**src/rtl/watch_ctrl_if.sv**
```systemverilog
// -----------------------------------------------------------------------------
// watch_ctrl_if -- control/status bundle for the stopwatch controller.
//
// Signals:
//   start_stop  pulse   toggles run/pause
//   clear       pulse   return to idle and zero the time counters
//   lap         pulse   toggles lap display hold
//   tick        out     one-cycle count enable for the seconds counter
//   cnt_clear   out     one-cycle synchronous clear for seconds/minutes
//   running     out     high while counting (RUN or LAP)
//   lap_hold    out     display latch enable (LAP)
//   state[1:0]  out     00 IDLE, 01 RUN, 10 PAUSE, 11 LAP
//
// Modports:
//   master -- drives the pulses and observes the status (panel / bench)
//   slave  -- the controller itself
// -----------------------------------------------------------------------------
interface watch_ctrl_if;
  logic       start_stop;
  logic       clear;
  logic       lap;
  logic       tick;
  logic       cnt_clear;
  logic       running;
  logic       lap_hold;
  logic [1:0] state;

  modport master (
    output start_stop, clear, lap,
    input  tick, cnt_clear, running, lap_hold, state
  );

  modport slave (
    input  start_stop, clear, lap,
    output tick, cnt_clear, running, lap_hold, state
  );
endinterface

```
**src/rtl/watch_ctrl.sv**
```systemverilog
// -----------------------------------------------------------------------------
// watch_ctrl -- stopwatch control FSM with tick prescaler.
//
// Ports:
//   clk   in   sole clock, rising edge
//   rst   in   asynchronous, active-high reset
//   bus   watch_ctrl_if.slave
//           start_stop/clear/lap pulses in (edge-detected internally),
//           tick/cnt_clear/running/lap_hold/state out (all registered)
//
// Parameters:
//   TICK_DIV  clk cycles per count tick, 2..65535
//
// Build option:
//   LAP_EN  when defined, the lap input and LAP state are functional; when
//           undefined, lap is ignored, LAP is unreachable, lap_hold stays 0.
//
// Input priority on a single edge: clear > start_stop > lap; the losers are
// dropped, not queued.
// -----------------------------------------------------------------------------
module watch_ctrl #(
  parameter int TICK_DIV = 10
) (
  input  logic         clk,
  input  logic         rst,
  watch_ctrl_if.slave  bus
);

  typedef enum logic [1:0] {
    S_IDLE  = 2'b00,
    S_RUN   = 2'b01,
    S_PAUSE = 2'b10,
    S_LAP   = 2'b11
  } state_t;

  localparam logic [15:0] DIV_LAST = 16'(TICK_DIV - 1);

  state_t      state_q, state_d;
  logic [15:0] presc_q, presc_d;
  logic        ss_prev_q, clr_prev_q;
  logic        tick_q, tick_d;
  logic        cnt_clear_q, cnt_clear_d;
  logic        running_q, running_d;
  logic        lap_hold_q, lap_hold_d;

  logic        ss_rise;
  logic        clr_rise;
  logic        lap_rise;
  logic        count_en;

  assign ss_rise  = bus.start_stop & ~ss_prev_q;
  assign clr_rise = bus.clear & ~clr_prev_q;

`ifdef LAP_EN
  logic lap_prev_q;

  always_ff @(posedge clk or posedge rst) begin
    if (rst) begin
      lap_prev_q <= 1'b0;
    end else begin
      lap_prev_q <= bus.lap;
    end
  end

  assign lap_rise = bus.lap & ~lap_prev_q;
`else
  // Lap support compiled out: the port stays, its value is discarded.
  logic unused_lap;
  assign unused_lap = bus.lap;
  assign lap_rise   = 1'b0;
`endif

  // Next state, prescaler and registered-output inputs.
  always_comb begin
    state_d     = state_q;
    presc_d     = presc_q;
    tick_d      = 1'b0;
    cnt_clear_d = 1'b0;
    running_d   = 1'b0;
    lap_hold_d  = 1'b0;
    count_en    = 1'b0;

    if (clr_rise) begin
      state_d = S_IDLE;
    end else if (ss_rise) begin
      case (state_q)
        S_IDLE:  state_d = S_RUN;
        S_RUN:   state_d = S_PAUSE;
        S_PAUSE: state_d = S_RUN;
        S_LAP:   state_d = S_PAUSE;
        default: state_d = S_IDLE;
      endcase
    end else if (lap_rise) begin
      case (state_q)
        S_RUN:   state_d = S_LAP;
        S_LAP:   state_d = S_RUN;
        default: state_d = state_q;
      endcase
    end

    // A cycle counts only if the controller is counting both before and
    // after the edge. The edge that enters RUN is therefore not counted
    // (first tick lands TICK_DIV edges later), and the edge that pauses or
    // clears is not counted either, so a wrap can never put a tick into a
    // PAUSE or post-clear cycle.
    count_en = ((state_q == S_RUN) || (state_q == S_LAP)) &&
               ((state_d == S_RUN) || (state_d == S_LAP));

    if (state_d == S_IDLE) begin
      presc_d = 16'd0;
    end else if (count_en) begin
      presc_d = (presc_q == DIV_LAST) ? 16'd0 : presc_q + 16'd1;
    end

    tick_d      = count_en && (presc_q == DIV_LAST);
    // clear always requests a counter wipe, whatever state it arrives in.
    cnt_clear_d = clr_rise;
    running_d   = (state_d == S_RUN) || (state_d == S_LAP);
    lap_hold_d  = (state_d == S_LAP);
  end

  always_ff @(posedge clk or posedge rst) begin
    if (rst) begin
      state_q     <= S_IDLE;
      presc_q     <= 16'd0;
      ss_prev_q   <= 1'b0;
      clr_prev_q  <= 1'b0;
      tick_q      <= 1'b0;
      cnt_clear_q <= 1'b0;
      running_q   <= 1'b0;
      lap_hold_q  <= 1'b0;
    end else begin
      state_q     <= state_d;
      presc_q     <= presc_d;
      ss_prev_q   <= bus.start_stop;
      clr_prev_q  <= bus.clear;
      tick_q      <= tick_d;
      cnt_clear_q <= cnt_clear_d;
      running_q   <= running_d;
      lap_hold_q  <= lap_hold_d;
    end
  end

  assign bus.state     = state_q;
  assign bus.tick      = tick_q;
  assign bus.cnt_clear = cnt_clear_q;
  assign bus.running   = running_q;
  assign bus.lap_hold  = lap_hold_q;

endmodule

```
**src/flat_wrapper.sv**
```systemverilog
// flat-port wrapper written by rule: the top's interface ports become plain ports
module watch_ctrl_flat 
#(
  parameter int TICK_DIV = 10
)
  (clk, rst, bus_start_stop, bus_clear, bus_lap, bus_tick, bus_cnt_clear, bus_running, bus_lap_hold, bus_state);
  watch_ctrl_if bus_i ();
  input  logic clk;
  input  logic rst;
  input wire logic [$bits(bus_i.start_stop)-1:0] bus_start_stop;
  input wire logic [$bits(bus_i.clear)-1:0] bus_clear;
  input wire logic [$bits(bus_i.lap)-1:0] bus_lap;
  output wire logic [$bits(bus_i.tick)-1:0] bus_tick;
  output wire logic [$bits(bus_i.cnt_clear)-1:0] bus_cnt_clear;
  output wire logic [$bits(bus_i.running)-1:0] bus_running;
  output wire logic [$bits(bus_i.lap_hold)-1:0] bus_lap_hold;
  output wire logic [$bits(bus_i.state)-1:0] bus_state;
  assign bus_i.start_stop = bus_start_stop;
  assign bus_i.clear = bus_clear;
  assign bus_i.lap = bus_lap;
  assign bus_tick = bus_i.tick;
  assign bus_cnt_clear = bus_i.cnt_clear;
  assign bus_running = bus_i.running;
  assign bus_lap_hold = bus_i.lap_hold;
  assign bus_state = bus_i.state;
  watch_ctrl #(.TICK_DIV(TICK_DIV)) u_core (.clk(clk), .rst(rst), .bus(bus_i));
endmodule
```
**config.mk**
```make
export PLATFORM = sky130hd
export DESIGN_NAME = watch_ctrl_flat
export DESIGN_NICKNAME = d
export VERILOG_FILES = /design/src/rtl/watch_ctrl_if.sv /design/src/rtl/watch_ctrl.sv /design/src/flat_wrapper.sv
export SDC_FILE = /design/constraint.sdc
export NUM_CORES = 1
export LEC_CHECK = 0
export ABC_CLOCK_PERIOD_IN_PS = 1910
export CORE_MARGIN = 10
export CORE_UTILIZATION = 31
export CTS_CLUSTER_SIZE = 24
export DETAILED_ROUTE_END_ITERATION = 16
export GPL_ROUTABILITY_DRIVEN = 1
export GPL_TIMING_DRIVEN = 0
export RECOVER_POWER = 25
export SLEW_MARGIN = 20
export SYNTH_ARGS = -nofsm -noshare
export SYNTH_HDL_FRONTEND = slang
export SYNTH_SLANG_ARGS = --single-unit
```
**constraint.sdc**
```tcl
create_clock -name clk -period 1.91 [get_ports clk]
set_input_delay 0.382 -clock clk [delete_from_list [all_inputs] [get_ports clk]]
set_output_delay 0.382 -clock clk [all_outputs]
set_load 0.005 [all_outputs]
```
==> reports/results.ini <==
[finish]
fillers=383
fin_cells=198
layout_common_cells=23 x dfrtp_1, 16 x a31oi_1, 10 x nand2_1
drive_above_1_share=0.122
nNetsFinal=156
area_delta_synth_final_pct=18.0
mostFrequentLayoutCell=dfrtp_1
diodes=0

[place]
port-buffer-count=9
gp_congestion=0.869
dp_hpwl_microns=2150
dp.cells=193

[yosys]
yosys_warnings=0
async_reset_ff_frac=1.00
syn_nets=141
synth_edf_count=0
syn_inst=134
synth_area_sq_um=1290
ys_types=38
avgSynthCellArea_sq_um=9.61
dominantRegCellSynth=dfrtp_1
synth_seq_area_share=0.466
synth_seq_cells=24

[clocking]
cts_sinks=24
root_buffer=clkbuf_8
htreeDepth=1
numCtsBuffers=3
cts_tree=yes
ctsHoldBuffers=0
clk_latency_ns=0.27
clk_path_buf_depth=2
clkTransAtPathRegs_ns=0.08

[sta]
fmaxAchievable_mhz=552
setup_viol=0
clock_skew_ns=0.00386
slew_headroom=0.395
holdWs_ns=0.528
min_period_ns=1.81
hold_violations=0
tightest_slew_ns=0.906
drv_slew=0
fin_crit_sh=0.948

[routing]
firstDrtPassIters=5
drt-initial-drc-count=51
vias_per_cell=5.68
wire_per_inst_microns=15.4
wl_microns=3050
route.detailed.drc=0
ant_nets=0
route.vias.total=1124

[setup_path]
critPathKind=reg -> reg
start_kind=flop
crit_required_ns=2.06
cp.arrival_ns=1.96
path_max_fanout=6
critPathCaptureType=flop

[grt]
grt-ovfl-total=0
grt_antenna_before_repair=0
grt_usage=0.0816
grt_pass1_wl_microns=5060
grt_pass1_vias=1096
grt_max_degree=25

[outcome]
run_status=completed

[die]
core_area_sq_um=4000
start_util=0.322
die_h_microns=84.4
die-area_sq_um=7130
std_cell_rows=23
die_w_microns=84.4
ioPinCount=11

[power]
total_power_w=0.00111
cellLeakagePower_nw=0.576
powerDensity_nw_per_um2=731
vdd_drop_max_v=0.000378

[flow_run]
cap_violations=0

[hold_path]
hp-class=reg -> reg

[where the power goes]
part	switching [W]	internal, W
combinational	0.000110	0.0000870
sequential	0.0000318	0.000538
clock	0.000160	0.000184
[area by class of cell]
class,instances,area [sq um],share of cell area
tap,50,62.6,0.0412
multi-input combinational,95,612,0.403
timing repair buffer,10,97.6,0.0643
inverter,8,30.0,0.0198
buffer,7,60.1,0.0395
sequential,24,602,0.396
clock buffer,4,55.1,0.0362
[metal layers]
| metal | track usage | vias up | part of all wire |
|---|---|---|---|
| met2 | 0.131 | 35 | 0.48 |
| met4 | 0.0479 | 0 | 0.021 |
| met1 | 0.100 | 539 | 0.46 |
| li1 | - | 542 | - |
| met5 | 0 | - | 0 |
| met3 | 0.0126 | 8 | 0.044 |
[state kept, by name, summed over array words and instances (netlist names)]
| name | count |
|---|---|
| u_core.bus.running | 1 |
| u_core.bus.tick | 1 |
| u_core.bus.cnt_clear | 1 |
| u_core.bus.lap_hold | 1 |
| u_core.presc_q | 16 |
| u_core.ss_prev_q | 1 |
| u_core.bus.state | 2 |
| u_core.clr_prev_q | 1 |
[synth_stat cells, types with 2 or more instances]
master,instances,area (sq um)
xnor2_1,2,17.5
o22ai_1,3,18.8
a41oi_1,2,17.5
o21ai_0,3,15.0
nand2_1,11,41.3
a31oi_1,16,100
nor2_1,4,15.0
nand3_1,8,40.0
nand3b_1,3,22.5
nor2b_1,2,12.5
or4_1,3,22.5
nor4_1,8,50.1
ha_1,2,25.0
dfrtp_1,24,601
nand4_1,4,25.0
inv_1,8,30.0
buf_2,2,10.0
o211ai_1,3,22.5
and3_1,2,12.5
buf_6,2,22.5
and2_1,2,12.5
a21oi_1,2,10.0
nand2b_1,3,18.8
[metrics by stage]
step,setup TNS (ns),util,area (sq um),setup slack [ns]
2_1_floorplan,0,-,1290,0.272
3_3_place_gp,-1.55,0.360,1440,-0.225
3_5_place_dp,-1.92,0.360,1440,-0.260
4_1_cts,0,0.374,1500,0.0120
5_1_grt,-0.0127,0.380,1520,-0.0127
6_report,0,0.380,1520,0.0992
[logic make-up (layout without fill, tap and decap cells)]
kind of cell | after synthesis | count (layout) | synth area share
flip-flops | 24 | 24 | 0.466
AO/OA/AOI/OAI | 34 | 34 | 0.178
AND/OR/NAND/NOR | 57 | 57 | 0.255
buffers and inverters | 15 | 29 | 0.0680
XOR/XNOR | 2 | 2 | 0.0136
adder cells (fa/ha/maj) | 2 | 2 | 0.0194
[worst max-delay path, cell delays in order, from the launching register on]
cell,delay [ns]
dfrtp_2,0.41
ha_1,0.23
nand3_1,0.20
or4_4,0.58
o211ai_2,0.18
a31oi_1,0.09
[worst paths after layout]
kind / cells after the start / endpoint / slack (ns) / from
min in group asynchronous: 2 / u_core.presc_q[13]$_DFFE_PP0P_ / 0.75 / rst
max in group asynchronous: 2 / u_core.presc_q[0]$_DFFE_PP0P_ / 0.55 / rst
worst min register to register: 1 / u_core.presc_q[15]$_DFFE_PP0P_ / 0.53 / u_core.presc_q[15]$_DFFE_PP0P_
worst min-delay path: 1 / u_core.presc_q[15]$_DFFE_PP0P_ / 0.53 / u_core.presc_q[15]$_DFFE_PP0P_
worst max-delay path: 5 / u_core.presc_q[14]$_DFFE_PP0P_ / 0.1 / u_core.presc_q[0]$_DFFE_PP0P_
worst max register to register: 5 / u_core.presc_q[14]$_DFFE_PP0P_ / 0.1 / u_core.presc_q[0]$_DFFE_PP0P_
[what timing repair did]
| item | CTS | global route |
|---|---|---|
| gates resized for setup | 0 | 5 |
| setup buffers | 0 | 1 |
| setup endpoints to repair | 0 | 8 |
Note: power is estimated with default switching activity, not from simulation.
